**config.mk**
```make
export PLATFORM = sky130hd
export DESIGN_NAME = pixel_buffer_scanout
export DESIGN_NICKNAME = d
export VERILOG_FILES = /design/src/rtl/scanout_pkg.sv /design/src/rtl/vga_timing_gen.sv /design/src/rtl/pixel_buffer_scanout.sv
export SDC_FILE = /design/constraint.sdc
export NUM_CORES = 1
export LEC_CHECK = 0
export ABC_AREA = 1
export ABC_CLOCK_PERIOD_IN_PS = 1700
export CAP_MARGIN = 20
export CORE_UTILIZATION = 34
export CTS_BUF_LIST = sky130_fd_sc_hd__clkbuf_8
export DETAILED_ROUTE_END_ITERATION = 6
export GPL_TIMING_DRIVEN = 1
export PLACE_DENSITY = 0.68
export REMOVE_ABC_BUFFERS = 1
export SLEW_MARGIN = 30
export SYNTH_ARGS = -nofsm -noshare
export SYNTH_HDL_FRONTEND = slang
export SYNTH_SLANG_ARGS = --single-unit
```
**constraint.sdc**
```tcl
create_clock -name iCLK -period 1.7 [get_ports iCLK]
set_input_delay 0.34 -clock iCLK [delete_from_list [all_inputs] [get_ports iCLK]]
set_output_delay 0.34 -clock iCLK [all_outputs]
set_load 0.01 [all_outputs]
```
**src/rtl/scanout_pkg.sv**
```systemverilog
// Shared constants for the trace pixel buffer scan-out: pixel codes, palette
// colours and default 640x480 VGA timing.
package scanout_pkg;

  localparam logic [1:0] CODE_WHITE   = 2'b00;
  localparam logic [1:0] CODE_TRACE1  = 2'b01;
  localparam logic [1:0] CODE_TRACE2  = 2'b10;
  localparam logic [1:0] CODE_SPECIAL = 2'b11;

  localparam logic [23:0] RGB_WHITE   = 24'hFF_FF_FF;
  localparam logic [23:0] RGB_TRACE1  = 24'h00_00_FF;
  localparam logic [23:0] RGB_TRACE2  = 24'hFF_00_00;
  localparam logic [23:0] RGB_SPECIAL = 24'h00_00_00;
  localparam logic [23:0] GRID_RGB    = 24'hC0_C0_C0;

  localparam int unsigned DEF_H_ACTIVE = 640;
  localparam int unsigned DEF_H_FP     = 16;
  localparam int unsigned DEF_H_SYNC   = 96;
  localparam int unsigned DEF_H_BP     = 48;
  localparam int unsigned DEF_V_ACTIVE = 480;
  localparam int unsigned DEF_V_FP     = 10;
  localparam int unsigned DEF_V_SYNC   = 2;
  localparam int unsigned DEF_V_BP     = 33;

  localparam int unsigned GRID_CENTER_X = 320;
  localparam int unsigned GRID_CENTER_Y = 240;

  function automatic logic [23:0] palette(input logic [1:0] code);
    case (code)
      CODE_WHITE:   palette = RGB_WHITE;
      CODE_TRACE1:  palette = RGB_TRACE1;
      CODE_TRACE2:  palette = RGB_TRACE2;
      default:      palette = RGB_SPECIAL;
    endcase
  endfunction

endpackage

```
**src/rtl/vga_timing_gen.sv**
```systemverilog
// Raster counters for VGA scan-out: h/v position, active-video flag, raw
// active-low syncs and the (0,0) frame-start pulse.
module vga_timing_gen
  import scanout_pkg::*;
#(
  parameter int unsigned H_ACTIVE = DEF_H_ACTIVE,
  parameter int unsigned H_FP     = DEF_H_FP,
  parameter int unsigned H_SYNC   = DEF_H_SYNC,
  parameter int unsigned H_BP     = DEF_H_BP,
  parameter int unsigned V_ACTIVE = DEF_V_ACTIVE,
  parameter int unsigned V_FP     = DEF_V_FP,
  parameter int unsigned V_SYNC   = DEF_V_SYNC,
  parameter int unsigned V_BP     = DEF_V_BP
) (
  input  logic       clk,
  input  logic       rst_n,
  output logic [9:0] h_cnt,
  output logic [8:0] v_pos,
  output logic       active,
  output logic       hs,
  output logic       vs,
  output logic       frame_start
);

  localparam int unsigned H_TOTAL = H_ACTIVE + H_FP + H_SYNC + H_BP;
  localparam int unsigned V_TOTAL = V_ACTIVE + V_FP + V_SYNC + V_BP;

  localparam logic [9:0] H_LAST    = 10'(H_TOTAL - 1);
  localparam logic [9:0] H_ACT_END = 10'(H_ACTIVE);
  localparam logic [9:0] HS_BEGIN  = 10'(H_ACTIVE + H_FP);
  localparam logic [9:0] HS_END    = 10'(H_ACTIVE + H_FP + H_SYNC);
  localparam logic [9:0] V_LAST    = 10'(V_TOTAL - 1);
  localparam logic [9:0] V_ACT_END = 10'(V_ACTIVE);
  localparam logic [9:0] VS_BEGIN  = 10'(V_ACTIVE + V_FP);
  localparam logic [9:0] VS_END    = 10'(V_ACTIVE + V_FP + V_SYNC);

  logic [9:0] v_cnt;
  logic       running;

  // The first edge after reset only arms the scan, so (0,0) is issued
  // exactly once, together with frame_start, one cycle after release.
  always_ff @(posedge clk or negedge rst_n) begin
    if (!rst_n) begin
      h_cnt   <= '0;
      v_cnt   <= '0;
      running <= 1'b0;
    end else if (!running) begin
      running <= 1'b1;
    end else if (h_cnt == H_LAST) begin
      h_cnt <= '0;
      v_cnt <= (v_cnt == V_LAST) ? '0 : v_cnt + 10'd1;
    end else begin
      h_cnt <= h_cnt + 10'd1;
    end
  end

  assign v_pos       = v_cnt[8:0];
  assign active      = running && (h_cnt < H_ACT_END) && (v_cnt < V_ACT_END);
  assign hs          = !((h_cnt >= HS_BEGIN) && (h_cnt < HS_END));
  assign vs          = !((v_cnt >= VS_BEGIN) && (v_cnt < VS_END));
  assign frame_start = running && (h_cnt == '0) && (v_cnt == '0);

endmodule

```
**src/rtl/pixel_buffer_scanout.sv**
```systemverilog
// Display-port reader of the 2-bit trace buffer: issues {x,y} addresses and
// drives VGA RGB/syncs aligned to RAM latency. Optional grid: SCANOUT_GRID_EN.
module pixel_buffer_scanout
  import scanout_pkg::*;
#(
  parameter int unsigned H_ACTIVE = DEF_H_ACTIVE,
  parameter int unsigned H_FP     = DEF_H_FP,
  parameter int unsigned H_SYNC   = DEF_H_SYNC,
  parameter int unsigned H_BP     = DEF_H_BP,
  parameter int unsigned V_ACTIVE = DEF_V_ACTIVE,
  parameter int unsigned V_FP     = DEF_V_FP,
  parameter int unsigned V_SYNC   = DEF_V_SYNC,
  parameter int unsigned V_BP     = DEF_V_BP,
  parameter int unsigned RAM_LAT  = 2
`ifdef SCANOUT_GRID_EN
  ,
  parameter int unsigned GRID_SPACING = 64
`endif
) (
  input  logic        iCLK,
  input  logic        iRST_N,
  output logic [18:0] oRd_Addr,
  input  logic [1:0]  iRd_Data,
  output logic [9:0]  oCurrent_X,
  output logic [8:0]  oCurrent_Y,
  output logic        oFrame_Start,
  output logic [7:0]  oVGA_R,
  output logic [7:0]  oVGA_G,
  output logic [7:0]  oVGA_B,
  output logic        oVGA_HS,
  output logic        oVGA_VS,
  output logic        oVGA_BLANK_N,
  output logic        oVGA_SYNC_N,
  output logic        oVGA_CLOCK
);

  logic [9:0] h_cnt;
  logic [8:0] v_pos;
  logic       active;
  logic       hs_raw;
  logic       vs_raw;
  logic       frame_start;

  vga_timing_gen #(
    .H_ACTIVE (H_ACTIVE),
    .H_FP     (H_FP),
    .H_SYNC   (H_SYNC),
    .H_BP     (H_BP),
    .V_ACTIVE (V_ACTIVE),
    .V_FP     (V_FP),
    .V_SYNC   (V_SYNC),
    .V_BP     (V_BP)
  ) u_timing (
    .clk         (iCLK),
    .rst_n       (iRST_N),
    .h_cnt       (h_cnt),
    .v_pos       (v_pos),
    .active      (active),
    .hs          (hs_raw),
    .vs          (vs_raw),
    .frame_start (frame_start)
  );

  assign oRd_Addr     = active ? {h_cnt, v_pos} : '0;
  assign oCurrent_X   = active ? h_cnt : '0;
  assign oCurrent_Y   = active ? v_pos : '0;
  assign oFrame_Start = frame_start;
  assign oVGA_SYNC_N  = 1'b0;
  assign oVGA_CLOCK   = ~iCLK;

  // Control delay line: the last stage lines up with iRd_Data.
  logic [RAM_LAT-1:0] act_d;
  logic [RAM_LAT-1:0] hs_d;
  logic [RAM_LAT-1:0] vs_d;

  always_ff @(posedge iCLK or negedge iRST_N) begin
    if (!iRST_N) begin
      act_d <= '0;
      hs_d  <= '1;
      vs_d  <= '1;
    end else begin
      act_d[0] <= active;
      hs_d[0]  <= hs_raw;
      vs_d[0]  <= vs_raw;
      for (int unsigned i = 1; i < RAM_LAT; i++) begin
        act_d[i] <= act_d[i-1];
        hs_d[i]  <= hs_d[i-1];
        vs_d[i]  <= vs_d[i-1];
      end
    end
  end

`ifdef SCANOUT_GRID_EN
  logic [9:0] x_d [RAM_LAT];
  logic [8:0] y_d [RAM_LAT];
  logic [9:0] grid_x;
  logic [8:0] grid_y;
  logic       on_grid;

  always_ff @(posedge iCLK or negedge iRST_N) begin
    if (!iRST_N) begin
      for (int unsigned i = 0; i < RAM_LAT; i++) begin
        x_d[i] <= '0;
        y_d[i] <= '0;
      end
    end else begin
      x_d[0] <= h_cnt;
      y_d[0] <= v_pos;
      for (int unsigned i = 1; i < RAM_LAT; i++) begin
        x_d[i] <= x_d[i-1];
        y_d[i] <= y_d[i-1];
      end
    end
  end

  assign grid_x  = x_d[RAM_LAT-1];
  assign grid_y  = y_d[RAM_LAT-1];
  assign on_grid = ((32'(grid_x) % GRID_SPACING) == 32'd0) ||
                   ((32'(grid_y) % GRID_SPACING) == 32'd0) ||
                   (32'(grid_x) == GRID_CENTER_X)           ||
                   (32'(grid_y) == GRID_CENTER_Y);
`endif

  logic [23:0] pix_rgb;

  always_comb begin
    pix_rgb = palette(iRd_Data);
`ifdef SCANOUT_GRID_EN
    if ((iRd_Data == CODE_WHITE) && on_grid) begin
      pix_rgb = GRID_RGB;
    end
`endif
  end

  logic [23:0] rgb;
  logic        hs_q;
  logic        vs_q;
  logic        blank_n_q;

  // Blank gates the RAM data entirely so undriven codes never reach the DAC.
  always_ff @(posedge iCLK or negedge iRST_N) begin
    if (!iRST_N) begin
      rgb       <= '0;
      hs_q      <= 1'b1;
      vs_q      <= 1'b1;
      blank_n_q <= 1'b0;
    end else begin
      hs_q      <= hs_d[RAM_LAT-1];
      vs_q      <= vs_d[RAM_LAT-1];
      blank_n_q <= act_d[RAM_LAT-1];
      rgb       <= act_d[RAM_LAT-1] ? pix_rgb : '0;
    end
  end

  assign oVGA_R       = rgb[23:16];
  assign oVGA_G       = rgb[15:8];
  assign oVGA_B       = rgb[7:0];
  assign oVGA_HS      = hs_q;
  assign oVGA_VS      = vs_q;
  assign oVGA_BLANK_N = blank_n_q;

endmodule

```
* Yosys cells after proc, flatten, opt, wreduce, memory -nomap -nowiden *
Cells that the tools add are included.
W data, S select, Z words.

operators by class
  $add $sub $neg = 2
  order comparisons = 6
  equality and inequality tests = 4
  multiplexer cells = 7
  bitwise gates (word level) = 1
  reduce and logical (&&, ||, !) cells = 12

operators by type and width
  cell                     number
  $pmux W24 S3             1
  $mux W10                 3
  $mux W24                 1
  $add A10 B1 Y10 const B  2
  $eq A10 B10 Y1 const B   2
  $logic_not A10 Y1        2
  $lt A10 B10 Y1 const B   2
  $lt A10 B9 Y1 const B    2
  $mux W19                 1
  $ge A10 B10 Y1 const B   1
  $ge A10 B9 Y1 const B    1
  $mux W9                  1
  $logic_and A1 B1 Y1      6
  $eq A2 B1 Y1 const B     1
  $eq A2 B2 Y1 const B     1
  $logic_not A1 Y1         2
  $logic_not A2 Y1         1
  $reduce_and A2 Y1        1
  $not A1 Y1               1

storage, ports and cells
  register bits = 54
  input bits = 4
  output and inout bits = 68
  logic and storage cells = 42

* Logic depth before layout (Yosys ltp) *
Gate-level depths: netlist of run 1.

  depth after elaboration = 4
  depth in mapped cells = 9
  gate-level depth less buffers = 9

* Modules after synthesis *
A second synthesis of run 1 with hierarchy kept.

second synthesis, totals
  cell total of the unflattened synthesis = 287
  area, all modules = 2172.1 sq um

modules (own cells, without submodules)
  module                times used  cells an instance  area an instance (sq um)  sequential area each (sq um)
  vga_timing_gen        1           186                1350.0                    525.5
  pixel_buffer_scanout  1           101                822.0                     307.8

==> impl_results.md, run 1 <==
- Element type at the critical path end: primary output
- Commonest cells after routing, fill and taps aside: nand2_1, buf_4, buf_6
- # rows: 27
- Hold Crit Class: register to register
- Clock buffer count from CTS: 5
- Maximum vdd ir drop: 0.000487 V
- Flop pwr share: 33.2%
- Share of post-route cells with drive strength above 1: 42.2%
- Proportion of netlist area held by the largest area contributor: 33.4%
- Critical path's slowest cell: dfrtp_1
- Die Outline Area: 6260 um2
- Initial antenna violation count: 0
- Total negative slack: -4.03 ns
- Detailed Route WL: 4980 um
- GPL Wtd Cong: 0.862
- Die Span X: 79.1 um
- Max-slew violation count: 0
- Setup Viol. Count Final: 40
- Post-route clock period utilization: 109%
- Global route overflow: 0
- Endpoint required time on the critical path: 1.36 ns
- Kind of start point of the critical path: register
- CTS H-tree lvls: 2
- Most frequent CP cell: nor2_4
- Count of pins on the block boundary: 72
- Floorplan die height: 79.1 um
- Most common cell after layout, fill and taps aside: nand2_1
- Synthesized netlist cell count: 262
- Number of max-capacitance violations reported: 0
- Number of buffers inserted by port buffering: 70
- Combinational share of power: 31.5%
- Clock transition at path regs: 0.08 ns
- ANT cells: 0
- Unrepaired setup endpoints after global routing: true
- Critical Setup Path Class: register to primary output
- Mean post-synth cell area: 7.72 um2
- Layout fillers: 521
- Largest cells by area after synthesis: dfrtp_1, buf_4, nand2_1
- Layout Nets: 346
- First-pass GRT wire length: 8260 um
- Initial core utilization: 36.1%
- Arrival time of data at the critical path endpoint: 1.52 ns
- 1st-pass router iterations: 4
- Peak clock frequency supported by timing: 0.539 GHz
- Post-Place Setup Slack: -0.317 ns
- Switching power share of the total: 30.1%
- Clock latency on the worst-skew pair: 0.29 ns
- Crit path cell chain: inv_2 -> nor2_4 -> nand3_2 -> nor2_4 -> buf_6 -> clkinv_8 -> nor2_4 -> buf_6
- Largest net degree at the start of global routing: 34
- Number of warnings printed during yosys synthesis: 0
- Share of total power in the clock network: 35.2%
- Portion of the post-synthesis area used by sequential elements: 41.2%
- Failing checks: setup timing
- Critical path origin: u_timing.running$_DFF_PN0_
- Origin of the critical flop-to-flop path: u_timing.h_cnt[0]$_DFFE_PN0P_
- Number of failing hold endpoints at the final stage: 0
- Post-CTS Hold Buffers: 0
- DRC Markers: 0
- Total internal power: 1.91 mW
- Area of the mapped netlist: 2020 um2
- DRC violation total after the first TritonRoute iteration: 92
- Worst path buffer plus inverter count: 4
- CP Max Fanout: 5
- Core footprint: 5610 um2
- DRT antenna net count: 0
- Areal power density over the cells: 851 nW/um2
- Post-DR vias/cell: 4.55
- Final critical-path required period: 1.86 ns
- Longest individual stage delay on the worst path: 0.37 ns
- Detail Placement HPWL: 3480 um
- Standby leakage power: 1.48 nW
- Layout-stage area growth over the synthesis result: 58.4%
- Number of global-route vias before repair: 1842
- Post-synthesis cell type count: 22
- Final Non-Filler Cells: 411
- FF+latch count, synth: 33
- Buffer type at the clock tree root: clkbuf_8
- Largest delay share family, worst path: buffers and inverters
- Worst Min Path Start: act_d[0]$_DFF_PN0_
- Hold Slack: 0.346 ns
- Result of the run: complete, but fails checks
- Drt wl/cell: 12.1 um
- Worst Clk Skew: 0.00502 ns
- Cell taking the most area after synthesis: dfrtp_1
- Largest buffer count on any clock path: 2
- TritonCTS clock tree: yes
- Power spent charging and discharging nets: 0.822 mW
- Number of placed instances, taps included: 398
- Utilization of the core after routing: 57.1%
- Count of vias placed by the detailed router: 1869
- Total global routing track utilization: 17.3%
- Slack of the critical path: -0.156 ns
-- synthesized netlist by cell type, drive strengths merged --
library cell / count
nor2: 46
buf: 44
nand2: 43
inv: 36
dfrtp: 27
nand3: 19
o21ai: 11
nor3: 10
dfstp: 6
nand4: 5
xor2: 5
ha: 4
a21oi: 2
conb: 2
nand3b: 2
-- path summary, 6_finish.rpt --
kind,slack (ns),end,cells past startpoint
setup / recovery,-0.16,oCurrent_Y[6],8
hold / removal,0.35,act_d[1]$_DFF_PN0_,0
setup reg to reg,0.10,u_timing.v_cnt[6]$_DFFE_PN0P_,8
hold reg to reg,0.35,act_d[1]$_DFF_PN0_,0
max in group asynchronous,1.04,hs_d[0]$_DFF_PN1_,2
min in group asynchronous,0.42,u_timing.v_cnt[3]$_DFFE_PN0P_,2
-- flip-flops by register name, summed over array words and instances, names as in the netlist --
register,flops
oVGA_HS,1
vs_d,2
act_d,2
u_timing.h_cnt,10
u_timing.v_cnt,10
oVGA_BLANK_N,1
oVGA_VS,1
u_timing.running,1
rgb,3
hs_d,2
-- stage by stage --
| step | cell area, um2 | power [mW] |
|---|---|---|
| final | 3200 | 2.73 |
| after global routing | 3200 | 2.89 |
| after CTS | 3060 | 2.74 |
| after detailed placement | 2780 | 1.75 |
| after global placement | 2780 | 1.74 |
| after floorplan | 1690 | 1.26 |
-- cell families after synthesis --
family	count (synthesis)	synth area share, %
AND/OR/NAND/NOR	125	27.5
buffers and inverters	80	23.1
adder cells (fa/ha/maj)	4	2.48
AO/OA/AOI/OAI	13	3.22
flip-flops	33	41.2
other	2	0.371
XOR/XNOR	5	2.17
-- power groups by stage --
stage	combinational (mW)	clock, mW	sequential, mW
6_report	0.859	0.961	0.906
3_3_place_gp	0.754	0.0680	0.915
4_1_cts	0.842	0.992	0.907
2_1_floorplan	0.288	0.0231	0.950
3_5_place_dp	0.762	0.0680	0.917
5_1_grt	0.943	1.03	0.917
-- routing by layer --
metal / up-vias / track usage [%] / share of wire (%)
met3: 4 / 4.48 / 8.3
met5: - / 0 / 0
li1: 918 / - / -
met2: 82 / 28.8 / 50
met1: 865 / 20.8 / 41
met4: 0 / 7.82 / 1.0
-- worst reg2reg max path, stage by stage (launching register included) --
cell     delay, ns
dfrtp_1       0.38
buf_4         0.12
ha_1          0.16
nand3_1       0.15
nor2_4        0.15
inv_1         0.10
nor2_4        0.18
nand2_1       0.09
xor2_1        0.15
-- final cells by class --
class | instances | area [um2] | share of cell area (%)
sequential | 33 | 837 | 26.1
timing repair inverter | 2 | 27.5 | 0.859
timing repair buffer | 110 | 1030 | 32.2
clock inverter | 4 | 72.6 | 2.27
tap | 72 | 90.1 | 2.81
clock buffer | 6 | 80.1 | 2.50
multi-input combinational | 149 | 920 | 28.7
inverter | 35 | 144 | 4.49
-- what timing repair did --
item	in CTS	in global routing
setup buffers	3	0
setup endpoints to repair	40	73
resized for setup	230	32
pin swaps	4	3
gates cloned	1	1
(Power assumes the default switching activity.)
==> run 2: changes to the inputs <==
- PLACE_DENSITY: 0.68 -> 0.67
- SYNTH_HIERARCHICAL: unset -> 1
==> impl_results.md, run 2 <==
- Result of the run: complete, but fails checks (unchanged)
- Failing checks: setup timing (unchanged)
- Total internal power: 1.57 mW (was 1.91 mW)
- Max-slew violation count: 0 (unchanged)
- Areal power density over the cells: 750 nW/um2 (was 851 nW/um2)
- Utilization of the core after routing: 51.4% (was 57.1%)
- Cell taking the most area after synthesis: dfrtp_1 (unchanged)
- Worst Min Path Start: act_d[0]$_DFF_PN0_ (unchanged)
- Largest regs: u_timing/h_cnt x10, u_timing/v_cnt x10, rgb x3 (was u_timing.h_cnt x10, u_timing.v_cnt x10, rgb x3)
- Portion of the post-synthesis area used by sequential elements: 38.4% (was 41.2%)
- Top flip-flop cell by instance count after synthesis: dfrtp_1 (unchanged)
- Post-Place Setup Slack: -0.254 ns (was -0.317 ns)
- Global route overflow: 0 (unchanged)
- Placed Instance Area: 2840 um2 (was 2780 um2)
- Switching power share of the total: 32.5% (was 30.1%)
- Number of flops mapped to enable cells by yosys: 0 (unchanged)
- Buffer type at the clock tree root: clkbuf_8 (unchanged)
- Floorplan die height: 81.9 um (was 79.1 um)
- Cell with the most instances after synthesis: nand2_1 (unchanged)
- Layout Nets: 366 (was 346)
- CP Max Fanout: 5 (unchanged)
- Number of global-route vias before repair: 1767 (was 1842)
- Slack of the worst reg-to-reg path: 0.16 ns (was 0.10 ns)
- Critical Setup Path Class: register to primary output (unchanged)
- Combinational share of power: 32.9% (was 31.5%)
- Detail Placement HPWL: 3470 um (was 3480 um)
- DRC violation total after the first TritonRoute iteration: 118 (was 92)
- Largest buffer count on any clock path: 2 (unchanged)
- Unrepaired setup endpoints after global routing: true (unchanged)
- Clock transition at path regs: 0.07 ns (was 0.08 ns)
- Post-DR vias/cell: 4.46 (was 4.55)
- Detailed Route WL: 4920 um (was 4980 um)
- Setup Viol. Count Final: 39 (was 40)
- # rows: 28 (was 27)
- 1st-pass router iterations: 4 (unchanged)
- Total global routing track utilization: 15.3% (was 17.3%)
- Peak clock frequency supported by timing: 0.511 GHz (was 0.539 GHz)
- Largest net degree at the start of global routing: 34 (unchanged)
- Worst Clk Skew: 0.00790 ns (was 0.00502 ns)
- Arrival time of data at the critical path endpoint: 1.62 ns (was 1.52 ns)
- Area of the mapped netlist: 2170 um2 (was 2020 um2)
- Initial core utilization: 36.0% (was 36.1%)
- DRT antenna net count: 0 (unchanged)
- Most common cell after layout, fill and taps aside: nand2_1 (unchanged)
- Share of total power in the clock network: 28.5% (was 35.2%)
- Final critical-path required period: 1.96 ns (was 1.86 ns)
- Share of post-route cells with drive strength above 1: 40.7% (was 42.2%)
- Die Outline Area: 6710 um2 (was 6260 um2)
- Synthesized netlist cell count: 287 (was 262)
- Maximum vdd ir drop: 0.000422 V (was 0.000487 V)
- Number of warnings printed during yosys synthesis: 6 (was 0)
- Count of vias placed by the detailed router: 1935 (was 1869)
- Total negative slack: -7.06 ns (was -4.03 ns)
- Initial antenna violation count: 0 (unchanged)
- Final instance area: 3100 um2 (was 3200 um2)
- Ranking of synthesized cells by instance count: nand2_1, buf_4, inv_1, dfrtp_1 (was nand2_1, buf_4, nor2_1, inv_1, dfrtp_1)
- GPL Wtd Cong: 0.844 (was 0.862)
- Endpoint required time on the critical path: 1.36 ns (about the same)
- Number of failing hold endpoints at the final stage: 0 (unchanged)
- Number of max-capacitance violations reported: 0 (unchanged)
- Post-synthesis cell type count: 25 (was 22)
- Element type at the critical path end: primary output (unchanged)
- Slack of the critical path: -0.258 ns (was -0.156 ns)
- Layout-stage area growth over the synthesis result: 42.6% (was 58.4%)
- First-pass GRT wire length: 7780 um (was 8260 um)
- Clock buffer count from CTS: 5 (unchanged)
- Hold Crit Class: register to register (unchanged)
- CTS H-tree lvls: 2 (unchanged)
- Critical path origin: u_timing/v_cnt[9]$_DFFE_PN0P_ (was u_timing.running$_DFF_PN0_)
- Standby leakage power: 1.67 nW (was 1.48 nW)
- Largest cells by area after synthesis: dfrtp_1, buf_4, nand2_1 (unchanged)
- Core footprint: 6030 um2 (was 5610 um2)
- Final Power: 2.32 mW (was 2.73 mW)
- Kind of start point of the critical path: register (unchanged)
- Number of buffers inserted by port buffering: 70 (unchanged)
- Die Span X: 81.9 um (was 79.1 um)
- Share of async-settable or async-resettable flops after synthesis: 100% (unchanged)
- Drt wl/cell: 11.3 um (was 12.1 um)
- Flop pwr share: 38.6% (was 33.2%)
- ANT cells: 0 (unchanged)
- End point of the critical path: oRd_Addr[11] (was oCurrent_Y[6])
- Origin of the critical flop-to-flop path: u_timing/h_cnt[7]$_DFFE_PN0P_ (was u_timing.h_cnt[0]$_DFFE_PN0P_)
- Post-CTS Hold Buffers: 0 (unchanged)
- FF+latch count, synth: 33 (unchanged)
- Post-route clock period utilization: 115% (was 109%)
- Critical register-to-register path endpoint: u_timing/v_cnt[4]$_DFFE_PN0P_ (was u_timing.v_cnt[6]$_DFFE_PN0P_)
- Proportion of netlist area held by the largest area contributor: 31.1% (was 33.4%)
- Power spent charging and discharging nets: 0.754 mW (was 0.822 mW)
- Mean post-synth cell area: 7.57 um2 (was 7.72 um2)
- Count of pins on the block boundary: 72 (unchanged)
- Number of cells on the worst reg-to-reg path: 9 (was 8)
- TritonCTS clock tree: yes (unchanged)
- Layout fillers: 578 (was 521)
- DRC Markers: 0 (unchanged)
- Clock latency on the worst-skew pair: 0.29 ns (about the same)
- Commonest cells after routing, fill and taps aside: nand2_1, buf_4, inv_1 (was nand2_1, buf_4, buf_6)
-- run 2: changes by cell type in the layout (fill, tap and decap cells not counted), sizes merged, moves of 2 or more --
cell	before	now
buf	80	89
bufinv	2	0
clkdlybuf4s50	28	30
dlymetal6s2s	2	0
inv	37	51
nand2	43	71
nand4	5	3
nor2	46	21
nor3	10	5
xor2	5	7
-- run 2: metrics by stage --
stage / hold WS [ns] / std cells
final: 0.350 / 434
after global placement: 0.334 / 416
after floorplan: 0.0444 / 231
after detailed placement: 0.337 / 416
after CTS: 0.353 / 430
after global routing: 0.362 / 434
-- run 2: power by group through the flow --
stage               Combinational, mW  Sequential [mW]  Clock, mW
global route                    0.835            0.907      0.732
CTS                             0.726            0.898      0.678
floorplan                       0.238            0.959     0.0231
finish                          0.764            0.898      0.661
global placement                0.664            0.907     0.0680
detailed placement              0.682            0.910     0.0680
-- run 2: logic make-up after synthesis --
family | count (synthesis) | synth area share (%)
buffers and inverters | 106 | 28.8
flip-flops | 33 | 38.4
other | 2 | 0.346
adder cells (fa/ha/maj) | 4 | 2.30
XOR/XNOR | 7 | 2.82
AND/OR/NAND/NOR | 120 | 23.7
AO/OA/AOI/OAI | 15 | 3.69
-- run 2: routing by layer --
metal / GRT usage, % / routed length, um
met1: 17.8 / 1970
met2: 27.5 / 2450
met3: 3.89 / 448
met4: 4.39 / 55
met5: 0 / 0
-- run 2: worst min-delay path by stage --
stage,slack [ns],cells after the start,to
finish,0.35,0,act_d[1]$_DFF_PN0_
floorplan,0.04,0,act_d[0]$_DFF_PN0_
detailed placement,0.34,0,act_d[1]$_DFF_PN0_
CTS,0.35,0,act_d[1]$_DFF_PN0_
global route,0.36,0,act_d[1]$_DFF_PN0_
global placement,0.33,0,act_d[1]$_DFF_PN0_
-- run 2: critical path, stage by stage, from the launching register on --
cell and delay (ns):
dfrtp_1 0.39, inv_1 0.09, nand2_1 0.06, inv_2 0.08
nand3_4 0.07, nor2_4 0.10, buf_6 0.12, buf_6 0.12
buf_6 0.10, nand2_2 0.04, inv_2 0.06, buf_6 0.10
-- run 2: final cells by class --
cell class / count / area (um2) / share of cell area [%]
repair buffers: 118 / 1070 / 34.5
flip-flops and latches: 33 / 837 / 27.0
multi-input cells: 149 / 808 / 26.1
inverters: 49 / 191 / 6.18
well taps: 75 / 93.8 / 3.03
clock buffers: 7 / 87.6 / 2.83
clock inverters: 3 / 12.5 / 0.404
-- run 2: repair_timing --
action,4_1_cts,5_1_grt
setup buffers,4,4
cloned,2,1
pin swaps,1,3
gates resized for setup,219,23
endpoints found under the hold margin,0,0
setup endpoints to repair,40,72
